==> config.mk <==
export PLATFORM = sky130hd
export DESIGN_NAME = rom_based_sign_magnitude_subtractor_flat
export DESIGN_NICKNAME = d
export VERILOG_FILES = /design/src/rtl/rom_based_sign_magnitude_subtractor_if.sv /design/src/rtl/rom_based_sign_magnitude_subtractor.sv /design/src/flat_wrapper.sv
export SDC_FILE = /design/constraint.sdc
export NUM_CORES = 1
export LEC_CHECK = 0
export CAP_MARGIN = 20
export CORE_ASPECT_RATIO = 0.8
export CORE_MARGIN = 1
export CORE_UTILIZATION = 56
export CTS_CLUSTER_DIAMETER = 30
export DETAILED_ROUTE_END_ITERATION = 16
export PLACE_DENSITY = 0.87
export SETUP_SLACK_MARGIN = 0.1
export SLEW_MARGIN = 20
export SYNTH_ARGS = -nofsm -noshare
export SYNTH_HDL_FRONTEND = slang
export SYNTH_SLANG_ARGS = --single-unit
==> constraint.sdc <==
create_clock -name clk -period 5.46 [get_ports clk]
set_input_delay 1.092 -clock clk [delete_from_list [all_inputs] [get_ports clk]]
set_output_delay 1.092 -clock clk [all_outputs]
set_load 0.03 [all_outputs]
==> src/rtl/rom_based_sign_magnitude_subtractor_if.sv <==
// Operand/result handshake bundle for the sign-magnitude subtractor.
// The producer/consumer side uses master; the subtractor uses slave.
interface rom_based_sign_magnitude_subtractor_if #(
  parameter int DATA_WIDTH = 4
);
  logic                  in_valid;
  logic                  in_ready;
  logic [DATA_WIDTH-1:0] a;
  logic [DATA_WIDTH-1:0] b;
  logic                  out_valid;
  logic                  out_ready;
  logic [DATA_WIDTH:0]   diff;
  logic [15:0]           op_count;

  modport master (
    output in_valid, a, b, out_ready,
    input  in_ready, out_valid, diff, op_count
  );

  modport slave (
    input  in_valid, a, b, out_ready,
    output in_ready, out_valid, diff, op_count
  );
endinterface

==> src/rtl/rom_based_sign_magnitude_subtractor.sv <==
// Two-stage sign-magnitude subtractor (a - b). Magnitudes come from SUM/DIFF
// tables built at elaboration; sign is resolved in stage 1, -0 folded to +0.
module rom_based_sign_magnitude_subtractor #(
  parameter int DATA_WIDTH = 4
) (
  input  logic clk,
  input  logic reset,
  rom_based_sign_magnitude_subtractor_if.slave bus
);

  localparam int MW    = DATA_WIDTH - 1;
  localparam int AW    = 2 * MW;
  localparam int DEPTH = 1 << AW;

  logic [DATA_WIDTH-1:0] sum_rom  [DEPTH];
  logic [DATA_WIDTH-1:0] diff_rom [DEPTH];

  // Table address is {ma, mb}: upper half is the minuend magnitude.
  for (genvar i = 0; i < DEPTH; i++) begin : g_rom
    localparam int MA = i >> MW;
    localparam int MB = i % (1 << MW);
    assign sum_rom[i]  = DATA_WIDTH'(MA + MB);
    assign diff_rom[i] = DATA_WIDTH'((MA > MB) ? (MA - MB) : (MB - MA));
  end

  logic                  s1_valid_q, s1_valid_d;
  logic [AW-1:0]         s1_addr_q,  s1_addr_d;
  logic                  s1_same_q,  s1_same_d;
  logic                  s1_sign_q,  s1_sign_d;
  logic                  s2_valid_q, s2_valid_d;
  logic [DATA_WIDTH:0]   diff_q,     diff_d;
  logic [15:0]           op_count_q, op_count_d;

  logic [MW-1:0]         ma, mb;
  logic                  sa, sbn, in_same, in_sign;
  logic [DATA_WIDTH-1:0] mag;
  logic                  s2_hold, s1_adv, in_ready, accept, consume;

  always_comb begin
    ma      = bus.a[MW-1:0];
    mb      = bus.b[MW-1:0];
    sa      = bus.a[DATA_WIDTH-1];
    sbn     = ~bus.b[DATA_WIDTH-1];
    in_same = (sa == sbn);
    if (in_same)      in_sign = sa;
    else if (ma > mb) in_sign = sa;
    else if (ma < mb) in_sign = sbn;
    else              in_sign = 1'b0;
  end

  always_comb begin
    consume  = s2_valid_q && bus.out_ready;
    s2_hold  = s2_valid_q && !bus.out_ready;
    s1_adv   = s1_valid_q && !s2_hold;
    in_ready = !(s1_valid_q && s2_hold);
    accept   = bus.in_valid && in_ready;
    mag      = s1_same_q ? sum_rom[s1_addr_q] : diff_rom[s1_addr_q];
  end

  always_comb begin
    s1_valid_d = s1_valid_q;
    s1_addr_d  = s1_addr_q;
    s1_same_d  = s1_same_q;
    s1_sign_d  = s1_sign_q;
    s2_valid_d = s2_valid_q;
    diff_d     = diff_q;
    op_count_d = op_count_q;

    if (accept) begin
      s1_valid_d = 1'b1;
      s1_addr_d  = {ma, mb};
      s1_same_d  = in_same;
      s1_sign_d  = in_sign;
    end else if (s1_adv) begin
      s1_valid_d = 1'b0;
    end

    // Stage 2 either holds under backpressure or takes whatever stage 1 has.
    if (!s2_hold) begin
      s2_valid_d = s1_valid_q;
      if (s1_valid_q) begin
        diff_d = {((mag == '0) ? 1'b0 : s1_sign_q), mag};
      end
    end

    if (consume) begin
      op_count_d = op_count_q + 16'd1;
    end
  end

  always_ff @(posedge clk) begin
    if (reset) begin
      s1_valid_q <= 1'b0;
      s1_addr_q  <= '0;
      s1_same_q  <= 1'b0;
      s1_sign_q  <= 1'b0;
      s2_valid_q <= 1'b0;
      diff_q     <= '0;
      op_count_q <= '0;
    end else begin
      s1_valid_q <= s1_valid_d;
      s1_addr_q  <= s1_addr_d;
      s1_same_q  <= s1_same_d;
      s1_sign_q  <= s1_sign_d;
      s2_valid_q <= s2_valid_d;
      diff_q     <= diff_d;
      op_count_q <= op_count_d;
    end
  end

  assign bus.in_ready  = in_ready;
  assign bus.out_valid = s2_valid_q;
  assign bus.diff      = diff_q;
  assign bus.op_count  = op_count_q;

endmodule

==> src/flat_wrapper.sv <==
// flat-port wrapper written by rule: the top's interface ports become plain ports
module rom_based_sign_magnitude_subtractor_flat 
#(
  parameter int DATA_WIDTH = 4
)
  (clk, reset, bus_in_valid, bus_a, bus_b, bus_out_ready, bus_in_ready, bus_out_valid, bus_diff, bus_op_count);
  rom_based_sign_magnitude_subtractor_if #(.DATA_WIDTH(DATA_WIDTH)) bus_i ();
  input  logic clk;
  input  logic reset;
  input wire logic [$bits(bus_i.in_valid)-1:0] bus_in_valid;
  input wire logic [$bits(bus_i.a)-1:0] bus_a;
  input wire logic [$bits(bus_i.b)-1:0] bus_b;
  input wire logic [$bits(bus_i.out_ready)-1:0] bus_out_ready;
  output wire logic [$bits(bus_i.in_ready)-1:0] bus_in_ready;
  output wire logic [$bits(bus_i.out_valid)-1:0] bus_out_valid;
  output wire logic [$bits(bus_i.diff)-1:0] bus_diff;
  output wire logic [$bits(bus_i.op_count)-1:0] bus_op_count;
  assign bus_i.in_valid = bus_in_valid;
  assign bus_i.a = bus_a;
  assign bus_i.b = bus_b;
  assign bus_i.out_ready = bus_out_ready;
  assign bus_in_ready = bus_i.in_ready;
  assign bus_out_valid = bus_i.out_valid;
  assign bus_diff = bus_i.diff;
  assign bus_op_count = bus_i.op_count;
  rom_based_sign_magnitude_subtractor #(.DATA_WIDTH(DATA_WIDTH)) u_core (.clk(clk), .reset(reset), .bus(bus_i));
endmodule
Word level (Yosys, flattened, before mapping)
Memories as Yosys holds them, arrays and structs flattened.
Index checks and enable logic that the tools add are counted.
{ "word_totals": {"register_bits": 31, "rom_bits": 512, "in_bits": 12, "out_inout_bits": 23, "elab_cells": 39, "memories": 2} }
{ "classes": {"n_addsub": 1, "order_cmp": 3, "eq_ne": 1, "n_mux": 11, "bitwise": 3, "n_reduce_logical": 11} }
{ "mem_list": {"columns": ["memory", "depth", "width", "read_ports", "rd_clocked_by_memory_dff", "write_ports", "line", "rtl"], "rows": [
  ["(no name shown)", 64, 4, 1, 0, 0, "rom_based_sign_magnitude_subtractor.sv:57", "mag = s1_same_q ? sum_rom[s1_addr_q] : diff_rom[s1_addr_q];"],
  ["(no name shown)", 64, 4, 1, 0, 0, "rom_based_sign_magnitude_subtractor.sv:57", null]
]} }
{ "ops": {"columns": ["operator", "count"], "rows": [
  ["4-bit two-way mux", 5],
  ["16-bit by 1-bit adder with 16-bit output, second input constant", 1],
  ["7-bit >= comparator, second input constant", 1],
  ["6-bit inverter with 7-bit output", 1],
  ["1-bit two-way mux", 6],
  ["1-bit logical AND", 5],
  ["4-bit logical NOT", 1],
  ["3-bit > comparator", 1],
  ["1-bit logical NOT", 3],
  ["3-bit < comparator", 1],
  ["1-bit inverter", 2],
  ["2-bit AND reduction", 1],
  ["2-bit nonzero test", 1],
  ["1-bit == test", 1]
]} }

Logic depth before layout (Yosys ltp)
{ "depth": {"word_depth": 7, "ltp_mapped": 7, "depth_no_buf": 7} }

Worst setup path after synthesis
No wires, ideal clock.
{ "synth_path": {"path_type": "input to output", "from": "input bus_out_ready", "to": "output bus_in_ready", "arrival_ns": 1.623, "required_ns": 4.368, "slack_ns": 2.745, "cell_stages": 2, "n_path_buf": 0, "cell_sequence": "nor2b_1 > nand2_1"} }
{ "synth_between": {"elab_chain_len": 4} }
{ "synth_rtl": {"columns": ["element", "line", "rtl"], "rows": [
  ["from (decl)", "flat_wrapper.sv:13", "input wire logic [$bits(bus_i.out_ready)-1:0] bus_out_ready;"],
  ["1-bit logical NOT", "rom_based_sign_magnitude_subtractor.sv:53", "s2_hold = s2_valid_q && !bus.out_ready;"],
  ["1-bit logical AND", "rom_based_sign_magnitude_subtractor.sv:53", null],
  ["1-bit logical AND", "rom_based_sign_magnitude_subtractor.sv:55", "in_ready = !(s1_valid_q && s2_hold);"],
  ["1-bit logical NOT", "rom_based_sign_magnitude_subtractor.sv:55", null],
  ["to (decl)", "flat_wrapper.sv:14", "output wire logic [$bits(bus_i.in_ready)-1:0] bus_in_ready;"]
]} }
Every way passes these cells.

Worst setup path in the final report
Same ends and word-level chain as after synthesis.

==> impl_metrics.tcl <==
set metrics [dict create \
    p_sw_mw 0.140 \
    cts_tree "built" \
    netlist_instances 241 \
    cts.path.max_buffers 2 \
    synth_area_per_cell_sq_um 7.98 \
    power_frac_seq_pct 49.3 \
    final_core_util_pct 73.4 \
    fin_crit_ps 3840 \
    power.leakage_nw 0.871 \
    cellPowerDensity_nw_per_um2 216 \
    finalHoldViolCount 0 \
    place_congestion 0.854 \
    die_y_um 54.4 \
    yosysUniqueCellTypes 49 \
    cp_slowest_cell "clkdlybuf4s50_1" \
    synth-xor-area-share_pct 7.29 \
    nets 292 \
    fmax_ghz 0.260 \
    yosys.area_share.simple_pct 27.8 \
    intPower_mw 0.363 \
    wl_per_cell_um 13.3 \
    finClkSkew_ps 6.14 \
    route.detailed.drc 0 \
    synthMuxAreaShare_pct 2.73 \
    first_iter_violations 121 \
    layout-drive-gt1-share_pct 5.56 \
    setup_violations 0 \
    yosys_most_used_dff "dfxtp_1" \
    p_comb_share_pct 16.8 \
    grt_max_degree 32 \
    fp.dieW_um 67.5 \
    swShare_pct 27.8 \
    yosysTopAreaCellShare_pct 32.3 \
    start_util_pct 60.6 \
    first_pass_iters 4 \
    synth_compound_area_share_pct 17.8 \
    synth-seq-cells 31 \
    synth_top_family_by_area "simple AND/OR/NAND/NOR gates" \
    ant_nets 0 \
    clkPwrFrac_pct 34.0 \
    ys_seq_area_share_pct 32.3 \
    rows 18 \
    async_reset_ff_share_pct 0 \
    place_hpwl_mm 2.90 \
    grt_pass1_vias 1523 \
    cp-start-kind "input port" \
    grt_setup_unrepaired "false" \
    cts_setup_buffers 0 \
    syn_to_final_growth_pct 21.3 \
    required_ps 4370 \
    clkTransAtPathRegs_ps 60 \
    finalSetupTns_ps 0 \
    antenna_found_initial 0 \
    core-area_sq_um 3180 \
    path_cells "clkdlybuf4s50_1 > nor2b_1 > nand2_1 > clkdlybuf4s50_1" \
    yosys.area.top_type "dfxtp_1" \
    grt_pass1_wl_mm 6.76 \
    root_buffer "clkbuf_8" \
    synth_nets 264 \
    routed_wl_mm 4.13 \
    status "complete, no violations" \
    netlist_area_sq_um 1920 \
    cts.repair.resized 0 \
    insertion_delay_ps 280 \
    worstSetupPathType "input port to primary output" \
    crit_path_end_kind "primary output" \
    cpMostUsedCell "clkdlybuf4s50_1" \
    overflow 0 \
    via_per_inst 5.61 \
    vias 1738 \
    yosys.area_share.adder_pct 7.16 \
    hp-class "flop to flop" \
    fp.dieArea_sq_um 3670 \
    slew_violations 0 \
    io_buffers 34 \
    synth.top_cells.by_area "dfxtp_1, ha_1, a21oi_1" \
    cts_sinks 31 \
    grtUsageTotal_pct 24.8 \
    timing.max_cap.violations 0 \
    tightest_slew_ps 1080 \
    cts_hold_buf 0 \
    period_share_pct 70.3 \
    pin_count 35 \
    ir_drop_v 0.000139 \
    critPathMaxStageDelay_ps 650 \
    cts_inserted_buffers 5 \
    cp_max_fo 9 \
    yosys_warnings 0 \
    relSlewSlack_pct 28.1 \
    synth_edf_count 0 \
    insertedDiodeCount 0 \
    critPathArrivalTime_ps 2750 \
    cts_htree_levels 2 \
]
area by class of cell:
type	count	area, sq um
Multi-Input combinational cell	188	1210
Fill cell	245	843
Tap cell	40	50.0
Clock buffer	7	76.3
Sequential cell	31	621
Inverter	9	33.8
Timing Repair Buffer	34	340
Clock inverter	1	5.00
worst paths after layout:
check,slack [ps],to,cells after the start,from
setup / recovery,1620,bus_in_ready,4,bus_out_ready
hold / removal,480,u_core.bus.diff[3]$_SDFFE_PP0P_,2,u_core.bus.diff[3]$_SDFFE_PP0P_
setup reg to reg,2970,u_core.bus.diff[1]$_SDFFE_PP0P_,7,u_core.s1_addr_q[1]$_SDFFE_PP0P_
hold reg to reg,480,u_core.bus.diff[3]$_SDFFE_PP0P_,2,u_core.bus.diff[3]$_SDFFE_PP0P_
cells in the final DEF (no fill, tap or decap), types with 5 or more instances in the layout:
cell and n:
clkdlybuf4s50_1 34, a21oi_1 21, o21ai_0 7, ha_1 11, inv_1 8, clkbuf_8 5
nor2_1 24, nand2b_1 8, dfxtp_1 31, xor2_1 9, nor2b_1 9, xnor2_1 7
nand3_1 14, nand2_1 22
Yosys cell counts (3+ instances only):
library cell and n:
a211oi_1 4, a21oi_1 21, a31oi_1 4, and3_1 3
buf_2 5, clkbuf_1 6, dfxtp_1 31, ha_1 11
inv_1 8, mux2i_1 3, nand2_1 22, nand2b_1 8
nand3_1 14, nor2_1 24, nor2b_1 9, nor3_1 3
nor4_1 4, o21ai_0 7, or3_1 4, xnor2_1 7
xor2_1 9
worst max-delay path, delay by kind of cell:
family	cells	cell delay, ps
simple gates	2	530
buf+inv	2	1120
routing by layer:
metal / vias to the layer above / wire length [um] / GRT usage (%)
li1: 906 / - / -
met1: 775 / 2080 / 33.5
met2: 47 / 1780 / 37.8
met3: 10 / 197 / 5.42
met4: 0 / 71 / 11.7
met5: - / 0 / 0
power groups by stage:
stage | clock network, mW | logic (mW) | registers, mW
after global placement | 0 | 0.0815 | 0.252
after global routing | 0.180 | 0.0940 | 0.250
after floorplan | 0 | 0.0619 | 0.249
final | 0.171 | 0.0843 | 0.248
after detailed placement | 0 | 0.0831 | 0.252
after CTS | 0.174 | 0.0836 | 0.248
logic make-up (layout without fill, tap and decap cells):
| logic type | Yosys count | in the layout |
|---|---|---|
| AND/OR/NAND/NOR | 103 | 103 |
| AO/OA/AOI/OAI | 53 | 53 |
| flip-flops | 31 | 31 |
| buffers and inverters | 22 | 51 |
| XOR/XNOR | 16 | 16 |
| adder cells (fa/ha/maj) | 11 | 11 |
| multiplexers | 5 | 5 |
registers in the layout, summed over array words and instances (netlist names):
register and count:
u_core.s1_sign_q 1, u_core.bus.op_count 16, u_core.bus.out_valid 1, u_core.s1_addr_q 6, u_core.s1_valid_q 1, u_core.s1_same_q 1
u_core.bus.diff 5
stage by stage:
step           area (sq um)  hold slack (ps)  std cells  worst slack, ps  total power [mW]
2_1_floorplan          1920              431        241             2740             0.311
3_3_place_gp           2250              443        302             1690             0.334
3_5_place_dp           2250              461        302             1620             0.336
4_1_cts                2330              477        310             1610             0.505
5_1_grt                2330              525        310             1480             0.524
6_report               2330              482        310             1620             0.503
(Power assumes the default switching activity.)
